===== src/rtl/xg_pkt_gen.sv =====
// rtl/xg_pkt_gen.sv - 10G Ethernet test-frame generator driving a 64-bit TX AXI-Stream.
module xg_pkt_gen #(
  parameter int          C_M_AXIS_DATA_WIDTH  = 64,
  parameter int          C_M_AXIS_TUSER_WIDTH = 128,
  parameter logic [15:0] C_ETHERTYPE          = 16'h88B5
) (
  input  logic                              axi_aclk,
  input  logic                              reset,
  input  logic                              link_ready,
  input  logic                              start,
  input  logic                              stop,
  input  logic [13:0]                       pkt_len,
  input  logic [31:0]                       pkt_count,
  input  logic [15:0]                       ifg_cycles,
  input  logic [47:0]                       dst_mac,
  input  logic [47:0]                       src_mac,
  output logic [C_M_AXIS_DATA_WIDTH-1:0]    m_axis_tdata,
  output logic [C_M_AXIS_DATA_WIDTH/8-1:0]  m_axis_tkeep,
  output logic                              m_axis_tvalid,
  input  logic                              m_axis_tready,
  output logic                              m_axis_tlast,
  output logic [C_M_AXIS_TUSER_WIDTH-1:0]   m_axis_tuser,
  output logic                              busy,
  output logic                              done,
  output logic [31:0]                       tx_pkt_cnt,
  output logic [47:0]                       tx_byte_cnt
);

  localparam logic [1:0] ST_IDLE = 2'd0;
  localparam logic [1:0] ST_SEND = 2'd1;
  localparam logic [1:0] ST_GAP  = 2'd2;

  logic [1:0]  state;
  logic [13:0] len_q;
  logic [31:0] cnt_q;
  logic [15:0] ifg_q;
  logic [47:0] dst_q;
  logic [47:0] src_q;
  logic [31:0] seq_q;
  logic [10:0] beat_idx;
  logic [15:0] gap_cnt;
  logic        stop_pend;

  logic [13:0] len_in;
  logic [13:0] ld_len;
  logic [47:0] ld_dst;
  logic [47:0] ld_src;
  logic [31:0] ld_seq;
  logic [10:0] ld_idx;
  logic [63:0] nxt_data;
  logic [7:0]  nxt_keep;
  logic        nxt_last;
  logic        hs;
  logic        run_end;

  function automatic logic [10:0] last_idx(input logic [13:0] len);
    logic [13:0] nb;
    nb = (len + 14'd7) >> 3;
    return 11'(nb - 14'd1);
  endfunction

  // Byte k of the frame: MAC header, EtherType, big-endian sequence, then k[7:0].
  function automatic logic [63:0] beat_data(input logic [10:0] idx, input logic [13:0] len,
                                            input logic [47:0] dst, input logic [47:0] src,
                                            input logic [31:0] seq);
    logic [63:0] d;
    logic [13:0] k;
    int          ki;
    d = '0;
    for (int n = 0; n < 8; n++) begin
      k  = {idx, 3'b000} + 14'(n);
      ki = int'(k);
      if (k < len) begin
        if (ki < 6)        d[8*n +: 8] = dst[8*(5-ki) +: 8];
        else if (ki < 12)  d[8*n +: 8] = src[8*(11-ki) +: 8];
        else if (ki == 12) d[8*n +: 8] = C_ETHERTYPE[15:8];
        else if (ki == 13) d[8*n +: 8] = C_ETHERTYPE[7:0];
        else if (ki < 18)  d[8*n +: 8] = seq[8*(17-ki) +: 8];
        else               d[8*n +: 8] = k[7:0];
      end
    end
    return d;
  endfunction

  function automatic logic [7:0] beat_keep(input logic [10:0] idx, input logic [13:0] len);
    if (idx == last_idx(len) && len[2:0] != 3'd0)
      return 8'hFF >> (4'd8 - {1'b0, len[2:0]});
    return 8'hFF;
  endfunction

  assign len_in = (pkt_len < 14'd60)   ? 14'd60 :
                  (pkt_len > 14'd9600) ? 14'd9600 : pkt_len;
  assign hs     = m_axis_tvalid && m_axis_tready;
  assign run_end = stop_pend || stop || (cnt_q != 32'd0 && tx_pkt_cnt + 32'd1 == cnt_q);

  // Selects which beat gets loaded into the output registers this cycle.
  always_comb begin
    ld_len = len_q;
    ld_dst = dst_q;
    ld_src = src_q;
    ld_seq = seq_q;
    ld_idx = 11'd0;
    if (state == ST_IDLE) begin
      ld_len = len_in;
      ld_dst = dst_mac;
      ld_src = src_mac;
      ld_seq = 32'd0;
    end else if (state == ST_SEND) begin
      if (m_axis_tlast) ld_seq = seq_q + 32'd1;
      else              ld_idx = beat_idx + 11'd1;
    end
    nxt_data = beat_data(ld_idx, ld_len, ld_dst, ld_src, ld_seq);
    nxt_keep = beat_keep(ld_idx, ld_len);
    nxt_last = (ld_idx == last_idx(ld_len));
  end

  always_ff @(posedge axi_aclk) begin
    if (reset) begin
      state         <= ST_IDLE;
      len_q         <= '0;
      cnt_q         <= '0;
      ifg_q         <= '0;
      dst_q         <= '0;
      src_q         <= '0;
      seq_q         <= '0;
      beat_idx      <= '0;
      gap_cnt       <= '0;
      stop_pend     <= 1'b0;
      m_axis_tdata  <= '0;
      m_axis_tkeep  <= '0;
      m_axis_tvalid <= 1'b0;
      m_axis_tlast  <= 1'b0;
      m_axis_tuser  <= '0;
      busy          <= 1'b0;
      done          <= 1'b0;
      tx_pkt_cnt    <= '0;
      tx_byte_cnt   <= '0;
    end else begin
      done <= 1'b0;
      case (state)
        ST_IDLE: begin
          if (start && link_ready) begin
            len_q             <= len_in;
            cnt_q             <= pkt_count;
            ifg_q             <= ifg_cycles;
            dst_q             <= dst_mac;
            src_q             <= src_mac;
            seq_q             <= '0;
            beat_idx          <= '0;
            stop_pend         <= 1'b0;
            tx_pkt_cnt        <= '0;
            tx_byte_cnt       <= '0;
            busy              <= 1'b1;
            state             <= ST_SEND;
            m_axis_tvalid     <= 1'b1;
            m_axis_tdata      <= nxt_data;
            m_axis_tkeep      <= nxt_keep;
            m_axis_tlast      <= nxt_last;
            m_axis_tuser      <= '0;
            m_axis_tuser[15:0] <= {2'b00, len_in};
          end
        end
        ST_SEND: begin
          if (stop) stop_pend <= 1'b1;
          if (hs) begin
            if (m_axis_tlast) begin
              tx_pkt_cnt  <= tx_pkt_cnt + 32'd1;
              tx_byte_cnt <= tx_byte_cnt + 48'(len_q);
              seq_q       <= seq_q + 32'd1;
              beat_idx    <= '0;
              if (run_end) begin
                state         <= ST_IDLE;
                m_axis_tvalid <= 1'b0;
                m_axis_tlast  <= 1'b0;
                busy          <= 1'b0;
                done          <= 1'b1;
              end else if (ifg_q != 16'd0) begin
                state         <= ST_GAP;
                gap_cnt       <= ifg_q;
                m_axis_tvalid <= 1'b0;
                m_axis_tlast  <= 1'b0;
              end else begin
                m_axis_tdata <= nxt_data;
                m_axis_tkeep <= nxt_keep;
                m_axis_tlast <= nxt_last;
              end
            end else begin
              beat_idx     <= beat_idx + 11'd1;
              m_axis_tdata <= nxt_data;
              m_axis_tkeep <= nxt_keep;
              m_axis_tlast <= nxt_last;
            end
          end
        end
        ST_GAP: begin
          if (stop || stop_pend) begin
            state <= ST_IDLE;
            busy  <= 1'b0;
            done  <= 1'b1;
          end else if (gap_cnt == 16'd1) begin
            state         <= ST_SEND;
            m_axis_tvalid <= 1'b1;
            m_axis_tdata  <= nxt_data;
            m_axis_tkeep  <= nxt_keep;
            m_axis_tlast  <= nxt_last;
          end else begin
            gap_cnt <= gap_cnt - 16'd1;
          end
        end
        default: state <= ST_IDLE;
      endcase
    end
  end

endmodule


===== config.mk =====
export PLATFORM = sky130hd
export DESIGN_NAME = xg_pkt_gen
export DESIGN_NICKNAME = d
export VERILOG_FILES = /design/src/rtl/xg_pkt_gen.sv
export SDC_FILE = /design/constraint.sdc
export NUM_CORES = 1
export LEC_CHECK = 0
export CAP_MARGIN = 25
export CORE_MARGIN = 5
export CORE_UTILIZATION = 53
export CTS_BUF_LIST = sky130_fd_sc_hd__clkbuf_8 sky130_fd_sc_hd__clkbuf_16
export CTS_CLUSTER_SIZE = 12
export DETAILED_ROUTE_END_ITERATION = 6
export PLACE_DENSITY = 0.88
export SYNTH_ARGS = -nofsm -noshare
export SYNTH_HDL_FRONTEND = slang
export SYNTH_SLANG_ARGS = --single-unit

===== constraint.sdc =====
create_clock -name axi_aclk -period 5.6 [get_ports axi_aclk]
set_input_delay 1.12 -clock axi_aclk [delete_from_list [all_inputs] [get_ports axi_aclk]]
set_output_delay 1.12 -clock axi_aclk [all_outputs]
set_load 0.02 [all_outputs]

==> results of run 1 <==
worst register-to-register path: cells and delay by family, from the launching register on:
kind | cells | cell delay (ns)
adders and majority gates | 2 | 0.81
buffers and inverters | 4 | 0.94
DFF | 1 | 0.34
AOI/OAI and AO/OA | 9 | 2.20
and+or+nand+nor | 3 | 0.63
placed cells by master (no fill, tap or decap), types with 42 or more instances in the layout:
master / Yosys / layout
nor2_1: 293 / 290
dfxtp_1: 376 / 376
o21ai_0: 104 / 102
inv_1: 40 / 48
clkdlybuf4s50_1: 0 / 332
mux2_2: 62 / 62
and3_1: 44 / 44
a21oi_1: 373 / 373
nor4_1: 43 / 42
nand2_1: 461 / 461
xnor2_1: 93 / 93
clkbuf_16: 0 / 45
xor2_1: 56 / 56
nor3_1: 70 / 69
conb_1: 1 / 114
nand3_1: 87 / 86
cell families after synthesis:
group / synth area share
AO/OA/AOI/OAI: 0.204
adder cells (fa/ha/maj): 0.0254
other: 0.000171
AND/OR/NAND/NOR: 0.243
XOR/XNOR: 0.0616
flip-flops: 0.343
buffers and inverters: 0.0829
multiplexers: 0.0409
power breakdown:
part           switching [W]  internal [W]  total, W  leakage [nW]
Clock                0.00117       0.00172   0.00289         0.732
Combinational        0.00245       0.00143   0.00388          6.21
Sequential          0.000256       0.00296   0.00322          3.06
Total                0.00387       0.00611   0.00998          10.0
cell type report:
type                            count  area, µm²
Tap cell                          532        666
Sequential cell                   376       7530
Antenna cell                        4       10.0
Inverter                           45        171
Clock buffer                       55       1260
Clock inverter                     21        183
Timing Repair Buffer              381       3770
Fill cell                        3330      14200
Multi-Input combinational cell   2283      13100
path summary, 6_finish.rpt:
kind                                        to  slack (ns)  cells past startpoint
setup / recovery  m_axis_tdata[0]$_SDFFE_PP0P_        0.56                     17
hold / removal          src_q[37]$_SDFFE_PP0P_        0.45                      2
setup reg to reg  m_axis_tdata[0]$_SDFFE_PP0P_        0.64                     18
hold reg to reg         src_q[37]$_SDFFE_PP0P_        0.45                      2
layer usage:
| metal | global-route usage | part of all wire | routed length [µm] |
|---|---|---|---|
| met3 | 0.0606 | 0.10 | 7980 |
| met2 | 0.516 | 0.46 | 35600 |
| met4 | 0.149 | 0.047 | 3610 |
| met1 | 0.409 | 0.39 | 29800 |
| met5 | 0 | 0.00026 | 20 |
stage by stage:
step	utilization	cells	cell area, µm²	hold WS, ns
final	0.652	3697	26700	0.452
after global routing	0.652	3695	26700	0.473
after CTS	0.651	3691	26700	0.455
after detailed placement	0.616	3615	25200	0.447
after global placement	0.615	3614	25200	0.439
after floorplan	-	3018	22400	0.432
flip-flops by register name, indices dropped and copies added, names as in the netlist, 8 cells and up:
register	cells
m_axis_tuser	14
src_q	48
ifg_q	16
seq_q	32
gap_cnt	16
beat_idx	11
tx_pkt_cnt	32
cnt_q	32
m_axis_tdata	64
dst_q	48
m_axis_tkeep	8
tx_byte_cnt	48
==> impl_metrics.yaml, run 1 <==
yosys:
  synthArstFlopShare: 0
  syn_area_mm2: 0.0220
  synth.avg_cell_area_um2: 7.56
  yosys_warnings: 0
  seq_area_frac_synth: 0.343
  synth_top_cell_by_area: "dfxtp_1"
  synth_common_cells: "nand2_1 (461), dfxtp_1 (376), a21oi_1 (373), nor2_1 (293), clkbuf_1 (165)"
  ys_types: 94
  netlist.area_leader.share: 0.343
  ys.flop_type: "dfxtp_1"
  synth_area_leaders: "dfxtp_1 (34%), a21oi_1 (8.5%), nand2_1 (7.9%), nor2_1 (5.0%), buf_4 (3.9%)"
  synth_seq_cells: 376
  synth_most_common_cell: "nand2_1"
  synth_edf_count: 0
  syn_inst: 2905
clocking:
  h-tree-depth: 2
  cts_resized: 0
  cts_made_buffers: 43
  insertion_delay_ns: 0.59
  path_clk_slew_ns: 0.06
  holdBufCountCts: 0
  cts_tree: "yes"
  cts-root-buf: "clkbuf_16"
  post_cts_buffers: 0
  cts_max_path_buffers: 3
  clock_sinks: 376
global_route:
  overflow: 0
  grt_start_max_net_pins: 226
  grt_pass1_wl_um: 117000
  track_usage: 0.317
  grt_pass1_vias: 21400
  antenna_found_initial: 3
timing:
  skew_ns: 0.0245
  finalHoldViolCount: 0
  fin_tns_setup_ns: 0
  period_needed_ns: 5.04
  timing.fmax_ghz: 0.198
  setup_slack_ns: 0.562
  grt_setup_unrepaired: "no"
  tightest_slew_ns: 1.06
  maxSlewHeadroom: 0.290
  fin_crit_sh: 0.900
  maxSlewViolCount: 0
  setup_violations: 0
status:
  status: "finished, violations left"
  violations: "DRC"
worst_hold_path:
  min_from: "src_q[37]$_SDFFE_PP0P_"
  min_path_type: "register to register"
pwr:
  leakage_nw: 10.0
  powerDensity_mw_per_mm2: 374
  p_total_w: 0.00998
  vdd_ir_drop_max_v: 0.000293
route:
  drt_pre_antenna_iters: 7
  drt-wirelength-per-cell_um: 20.8
  drt_drc_violations_left: 2
  routed_wl_um: 77000
  drtAntennaViolNets: 0
  drtIter0Drc: 2722
  via_count: 22700
  viasPerCell: 6.15
floorplan:
  start_util: 0.536
  die-area_mm2: 0.0456
  core_area_mm2: 0.0409
  fp-row-count: 74
  fp.dieW_um: 214
  ios: 448
  fp.dieH_um: 214
placed_design:
  post-place-ws_ns: 0.157
  gp_routability_congestion: 0.947
  hpwlAfterDp_um: 54400
  io_buffers: 333
worst_setup_path:
  regToRegStartpoint: "state[0]$_SDFFE_PP0P_"
  path_buf_inv: 3
  cp-startpoint: "pkt_len[13]"
  path_cells: "clkdlybuf4s50_1 -> nand2_1 -> o21ai_4 -> nor2_1 -> a21oi_1 -> inv_1 -> ha_1 -> a21o_1 -> a21oi_1 -> o21ai_0 -> a211oi_1 -> a21oi_1 -> a21boi_1 -> buf_4 -> a2111oi_0 -> a21oi_1 -> nor2_1"
  crit_slowest_cell: "clkdlybuf4s50_1"
  critical_path_arrival_ns: 5.54
  cpPeakStageDelay_ns: 0.69
  cp_max_fo: 10
  crit_required_ns: 6.11
  endpoint_kind: "register"
  crit_type: "input pin to register"
  path_delay_family: "compound AO/OA/AOI/OAI gates"
  crit_top_cell: "a21oi_1"
  cp-start-kind: "input pin"
finish:
  drive_gt1_frac: 0.0715
  area_growth_pct: 21.5
  nets: 3338
run:
  maxCapViolations: 0
(Power assumes the default switching activity.)
==> inputs of run 2 (changes only) <==
==> config.mk (replaced) <==
export PLATFORM = sky130hd
export DESIGN_NAME = xg_pkt_gen
export DESIGN_NICKNAME = d
export VERILOG_FILES = /design/src/rtl/xg_pkt_gen.sv
export SDC_FILE = /design/constraint.sdc
export NUM_CORES = 1
export LEC_CHECK = 0
export CAP_MARGIN = 25
export CELL_PAD_IN_SITES_DETAIL_PLACEMENT = 1
export CELL_PAD_IN_SITES_GLOBAL_PLACEMENT = 1
export CORE_MARGIN = 5
export CORE_UTILIZATION = 39
export CTS_BUF_LIST = sky130_fd_sc_hd__clkbuf_8
export CTS_CLUSTER_SIZE = 12
export DETAILED_ROUTE_END_ITERATION = 6
export PLACE_DENSITY = 0.89
export SYNTH_ARGS = -nofsm -noshare
export SYNTH_HDL_FRONTEND = slang
export SYNTH_SLANG_ARGS = --single-unit
==> run 2 against run 1 <==
  * The flow now finishes without violations
  * Sequential power barely moved
  * Final area rose by 1.9%
  * Die area increased by 34%
  * Critical path type is now register to register
==> impl_metrics.yaml, run 2 (synthesized netlist as in run 1, its figures left out) <==
worst_setup_path:
  crit_type: "register to register"
  critical_path_arrival_ns: 5.45
  cp_max_fo: 27
  path_cells: "ha_1 -> and4_1 -> nand4_1 -> nor4_1 -> xnor2_1 -> o2111ai_1 -> nor4_1 -> a311oi_1 -> o21ai_4 -> buf_12 -> buf_4 -> a2111oi_0 -> a21oi_1 -> nor2_1"
  crit_top_cell: "nor4_1"
  cpPeakStageDelay_ns: 0.64
  crit_slowest_cell: "nor4_1"
  cp-startpoint: "tx_pkt_cnt[0]$_SDFFE_PP0P_"
  cp-start-kind: "register"
  endpoint_kind: "register"
  regToRegStartpoint: "tx_pkt_cnt[0]$_SDFFE_PP0P_"
  crit_required_ns: 6.11
  ff2ff_path_depth: 14
floorplan:
  core_area_mm2: 0.0561
  start_util: 0.392
  ios: 448
  fp-row-count: 87
  fp.dieH_um: 247
  fp.dieW_um: 247
  die-area_mm2: 0.0611
global_route:
  overflow: 0
  track_usage: 0.265
  antenna_found_initial: 1
  grt_pass1_vias: 22700
  grt_pass1_wl_um: 130000
  grt_start_max_net_pins: 207
worst_hold_path:
  whs_path_depth: 2
  min_path_type: "register to register"
  min_from: "dst_q[42]$_SDFFE_PP0P_"
pwr:
  powerDensity_mw_per_mm2: 374
  switching_power_w: 0.00408
  p_int_w: 0.00610
  vdd_ir_drop_max_v: 0.000290
  leakage_nw: 10.2
  swShare: 0.401
  seq_power_share: 0.315
  clockPowerShare: 0.292
  p_total_w: 0.0102
  comb_power_share: 0.392
finish:
  nets: 3383
  top_register: "m_axis_tdata"
  multi_input_area_mm2: 0.0131
  drive_gt1_frac: 0.0886
  seqCellArea_mm2: 0.00753
  final-instance-count-excl-fill: 3985
  final_common_cell: "nand2_1"
  area_growth_pct: 23.8
  fillers: 6905
  largest_reg_flops: 64
  post-route-util: 0.485
  layout_common_cells: "nand2_1 (461), dfxtp_1 (376), a21oi_1 (373)"
placed_design:
  gp_routability_congestion: 0.928
  hpwlAfterDp_um: 61100
  io_buffers: 333
  dp_cells: 3856
timing:
  tightest_slew_ns: 1.08
  skew_ns: 0.0330
  fin_crit_sh: 0.883
  period_needed_ns: 4.94
  fin_tns_setup_ns: 0
  grt_setup_unrepaired: "no"
  whs_ns: 0.452
  setup_violations: 0
  finalHoldViolCount: 0
  maxSlewHeadroom: 0.283
  timing.fmax_ghz: 0.202
  maxSlewViolCount: 0
clocking:
  insertion_delay_ns: 0.68
  cts_tree: "yes"
  post_cts_buffers: 0
  cts_max_path_buffers: 3
  cts-root-buf: "clkbuf_8"
  h-tree-depth: 3
  cts_made_buffers: 72
  clock_sinks: 376
  holdBufCountCts: 0
  cts_resized: 0
  path_clk_slew_ns: 0.06
route:
  drt-wirelength-per-cell_um: 21.3
  drt_pre_antenna_iters: 5
  drt_drc_violations_left: 0
  drtIter0Drc: 1633
  highest_layer: "met5"
  wl_met1_um: 35100
  viasPerCell: 5.64
  routed_wl_um: 85000
  dr_wl_met2_um: 40700
  met3_length_um: 6000
  via_count: 22500
  drtAntennaViolNets: 0
status:
  status: "completed"
run:
  maxCapViolations: 0
[run 2: cell count changes in the layout (fill, tap and decap cells not counted), sizes merged]
cell	before	now
clkinvlp	5	0
buf	47	65
diode	4	2
clkbuf	57	92
bufinv	3	4
clkinv	6	13
inv	52	62
[run 2: area by class of cell]
| type | count | share of cell area |
|---|---|---|
| inverters | 45 | 0.00631 |
| multi-input cells | 2283 | 0.482 |
| clock buffers | 92 | 0.0466 |
| clock inverters | 34 | 0.0100 |
| flip-flops and latches | 376 | 0.277 |
| repair buffers | 397 | 0.144 |
| well taps | 756 | 0.0348 |
| diodes | 2 | 0.000184 |
[run 2: worst paths after layout]
check | to | slack [ns]
max reg2reg | m_axis_tdata[1]$_SDFFE_PP0P_ | 0.66
max | m_axis_tdata[1]$_SDFFE_PP0P_ | 0.66
min | dst_q[42]$_SDFFE_PP0P_ | 0.45
min reg2reg | dst_q[42]$_SDFFE_PP0P_ | 0.45
[run 2: per-layer routing]
layer  global-route usage  vias up
met5                    0        -
li1                     -    10500
met4               0.0969        2
met2                0.456      765
met3               0.0554      193
met1                0.329    11000
[run 2: power by group through the flow]
stage / Clock, W / Sequential [W] / Combinational (W)
final: 0.00297 / 0.00321 / 0.00399
after global routing: 0.00314 / 0.00323 / 0.00430
after CTS: 0.00302 / 0.00320 / 0.00395
after detailed placement: 0 / 0.00325 / 0.00392
after global placement: 0 / 0.00325 / 0.00385
after floorplan: 0 / 0.00336 / 0.00234
[run 2: stage by stage]
stage | area (µm²) | setup WS (ns)
2_1_floorplan | 22400 | 1.08
3_3_place_gp | 25600 | 0.355
3_5_place_dp | 25600 | 0.256
4_1_cts | 27200 | 0.716
5_1_grt | 27200 | 0.342
6_report | 27200 | 0.656
[run 2: worst max-delay path, delay by kind of cell, from the launching register on]
family / cells / cell delay (ns)
simple gates: 5 / 2.13
compound gates: 5 / 1.22
buf+inv: 2 / 0.49
flops: 1 / 0.46
fa+ha+maj: 1 / 0.29
xor+xnor: 1 / 0.19
==> inputs of run 3 (changes only) <==
--- a/config.mk
+++ b/config.mk
@@ -9,11 +9,12 @@
 export CELL_PAD_IN_SITES_DETAIL_PLACEMENT = 1
 export CELL_PAD_IN_SITES_GLOBAL_PLACEMENT = 1
 export CORE_MARGIN = 5
-export CORE_UTILIZATION = 39
+export CORE_UTILIZATION = 48
 export CTS_BUF_LIST = sky130_fd_sc_hd__clkbuf_8
 export CTS_CLUSTER_SIZE = 12
 export DETAILED_ROUTE_END_ITERATION = 6
-export PLACE_DENSITY = 0.89
+export DONT_BUFFER_PORTS = 1
+export PLACE_DENSITY = 0.88
 export SYNTH_ARGS = -nofsm -noshare
 export SYNTH_HDL_FRONTEND = slang
 export SYNTH_SLANG_ARGS = --single-unit
==> run 3 against run 2 <==
  * Maximum frequency hardly changed
  * Non-clock buffer count fell by 352
  * Final area decreased by 14%
  * Sequential power up 8.1%
  * Combinational power is 20% lower
  * Clock-buffer cell count fell by 3
  * Die area shrank 18%
  * Clock power decreased by 7.7%
==> impl_metrics.yaml, run 3 (synthesized netlist as in run 1, its figures left out) <==
pwr:
  p_total_w: 0.00941
  powerDensity_mw_per_mm2: 402
  leakage_nw: 8.86
  vdd_ir_drop_max_v: 0.000227
worst_setup_path:
  cp_max_fo: 40
  cp-start-kind: "register"
  r2r_end: "m_axis_tdata[52]$_SDFFE_PP0P_"
  crit_type: "register to register"
  cpPeakStageDelay_ns: 0.57
  crit_slowest_cell: "a211oi_1"
  crit_top_cell: "a21oi_1"
  regToRegStartpoint: "state[0]$_SDFFE_PP0P_"
  path_cells: "inv_1 -> ha_4 -> inv_1 -> nand2_1 -> nor2_1 -> buf_4 -> ha_1 -> a21o_1 -> a21o_1 -> a21oi_1 -> o21ai_0 -> a211oi_1 -> a21oi_1 -> buf_4 -> a41o_1 -> a2111oi_0 -> a21oi_1 -> nor2_1"
  ff2ff_path_depth: 18
  path_buf_inv: 4
  crit_required_ns: 6.16
  cp.depth: 18
  endpoint_kind: "register"
  path_delay_family: "compound AO/OA/AOI/OAI gates"
  r2r_setup_slack_ns: 0.65
  critical_path_arrival_ns: 5.51
timing:
  period_needed_ns: 4.95
  skew_ns: 0.0374
  tightest_slew_ns: 1.02
  maxSlewViolCount: 0
  fin_crit_sh: 0.884
  setup_violations: 0
  grt_setup_unrepaired: "no"
  fin_tns_setup_ns: 0
  timing.fmax_ghz: 0.202
  maxSlewHeadroom: 0.312
  setup_slack_ns: 0.652
  finalHoldViolCount: 0
route:
  routed_wl_um: 81900
  drt-wirelength-per-cell_um: 23.6
  via_count: 21400
  drt_drc_violations_left: 0
  drt_pre_antenna_iters: 5
  drtAntennaViolNets: 0
  viasPerCell: 6.16
  drtIter0Drc: 1653
worst_hold_path:
  min_path_type: "register to register"
  min_from: "dst_q[8]$_SDFFE_PP0P_"
  whs_path_depth: 2
  holdPathEnd: "dst_q[8]$_SDFFE_PP0P_"
global_route:
  grt_pass1_vias: 21600
  grt_start_max_net_pins: 333
  grt_pass1_wl_um: 125000
  antenna_found_initial: 3
  track_usage: 0.308
  overflow: 0
clocking:
  cts_resized: 0
  cts_made_buffers: 70
  holdBufCountCts: 0
  cts-root-buf: "clkbuf_8"
  h-tree-depth: 3
  clock_sinks: 376
  insertion_delay_ns: 0.67
  post_cts_buffers: 0
  path_clk_slew_ns: 0.06
  cts_tree: "yes"
  cts_max_path_buffers: 3
floorplan:
  start_util: 0.485
  ios: 448
  core_area_mm2: 0.0453
  die-area_mm2: 0.0501
  fp.dieW_um: 224
  fp-row-count: 78
  fp.dieH_um: 224
finish:
  drive_gt1_frac: 0.0908
  num_antenna_cells: 0
  fillers: 5693
  final_area_mm2: 0.0234
  final-instance-count-excl-fill: 3475
  layout_common_cells: "nand2_1 (460), dfxtp_1 (376), a21oi_1 (373)"
  nets: 3029
  largest_reg_flops: 64
  final_common_cell: "nand2_1"
  area_growth_pct: 6.66
  top_register: "m_axis_tdata"
placed_design:
  hpwlAfterDp_um: 57600
  io_buffers: 0
  dp_cells: 3346
  place_area_mm2: 0.0219
  gp_routability_congestion: 0.923
  post-place-ws_ns: 0.271
status:
  status: "completed"
run:
  maxCapViolations: 0
-- run 3: cell types whose count changed in the layout (fill, tap and decap cells not counted), moves of 2 or more --
cell / change
bufinv_16: -3
clkinvlp_4: +4
clkbuf_8: -3
buf_4: -20
inv_6: -2
diode_2: -2
inv_1: +6
clkinv_2: -3
clkdlybuf4s50_1: -332
-- run 3: routing by layer --
metal  up-vias  GRT usage  routed length (µm)
met5         -          0                  30
met2       837      0.517               38700
met4         4      0.135                4060
met1     10500      0.357               31500
li1       9808          -                   -
met3       252      0.105                7650
-- run 3: stage by stage --
step / utilization / hold WS, ns
2_1_floorplan: - / 0.432
3_3_place_gp: 0.484 / 0.440
3_5_place_dp: 0.484 / 0.448
4_1_cts: 0.516 / 0.456
5_1_grt: 0.517 / 0.476
6_report: 0.517 / 0.457
-- run 3: final cells by class --
cell class	instances	area, µm²	share of cell area
Inverter	45	171	0.00732
Timing Repair Buffer	45	428	0.0183
Tap cell	600	751	0.0321
Multi-Input combinational cell	2283	13100	0.559
Clock inverter	37	214	0.00914
Clock buffer	89	1220	0.0523
Sequential cell	376	7530	0.321
-- run 3: tightest hold or removal path: stages, from the launching register on --
cell,delay [ns]
dfxtp_1,0.31
nand2_1,0.05
a21oi_1,0.05
-- run 3: worst max path at each step --
stage,startpoint,to
floorplan,pkt_len[13],m_axis_tkeep[0]$_SDFFE_PP0P_
global placement,pkt_len[12],m_axis_tkeep[0]$_SDFFE_PP0P_
detailed placement,pkt_len[12],m_axis_tkeep[0]$_SDFFE_PP0P_
CTS,state[0]$_SDFFE_PP0P_,m_axis_tdata[52]$_SDFFE_PP0P_
global route,state[1]$_SDFFE_PP0P_,m_axis_tdata[23]$_SDFFE_PP0P_
finish,state[0]$_SDFFE_PP0P_,m_axis_tdata[52]$_SDFFE_PP0P_
-- run 3: where the power goes --
| group | internal [W] | switching [W] |
|---|---|---|
| combinational | 0.00108 | 0.00212 |
| clock | 0.00149 | 0.00125 |
| sequential | 0.00296 | 0.000505 |
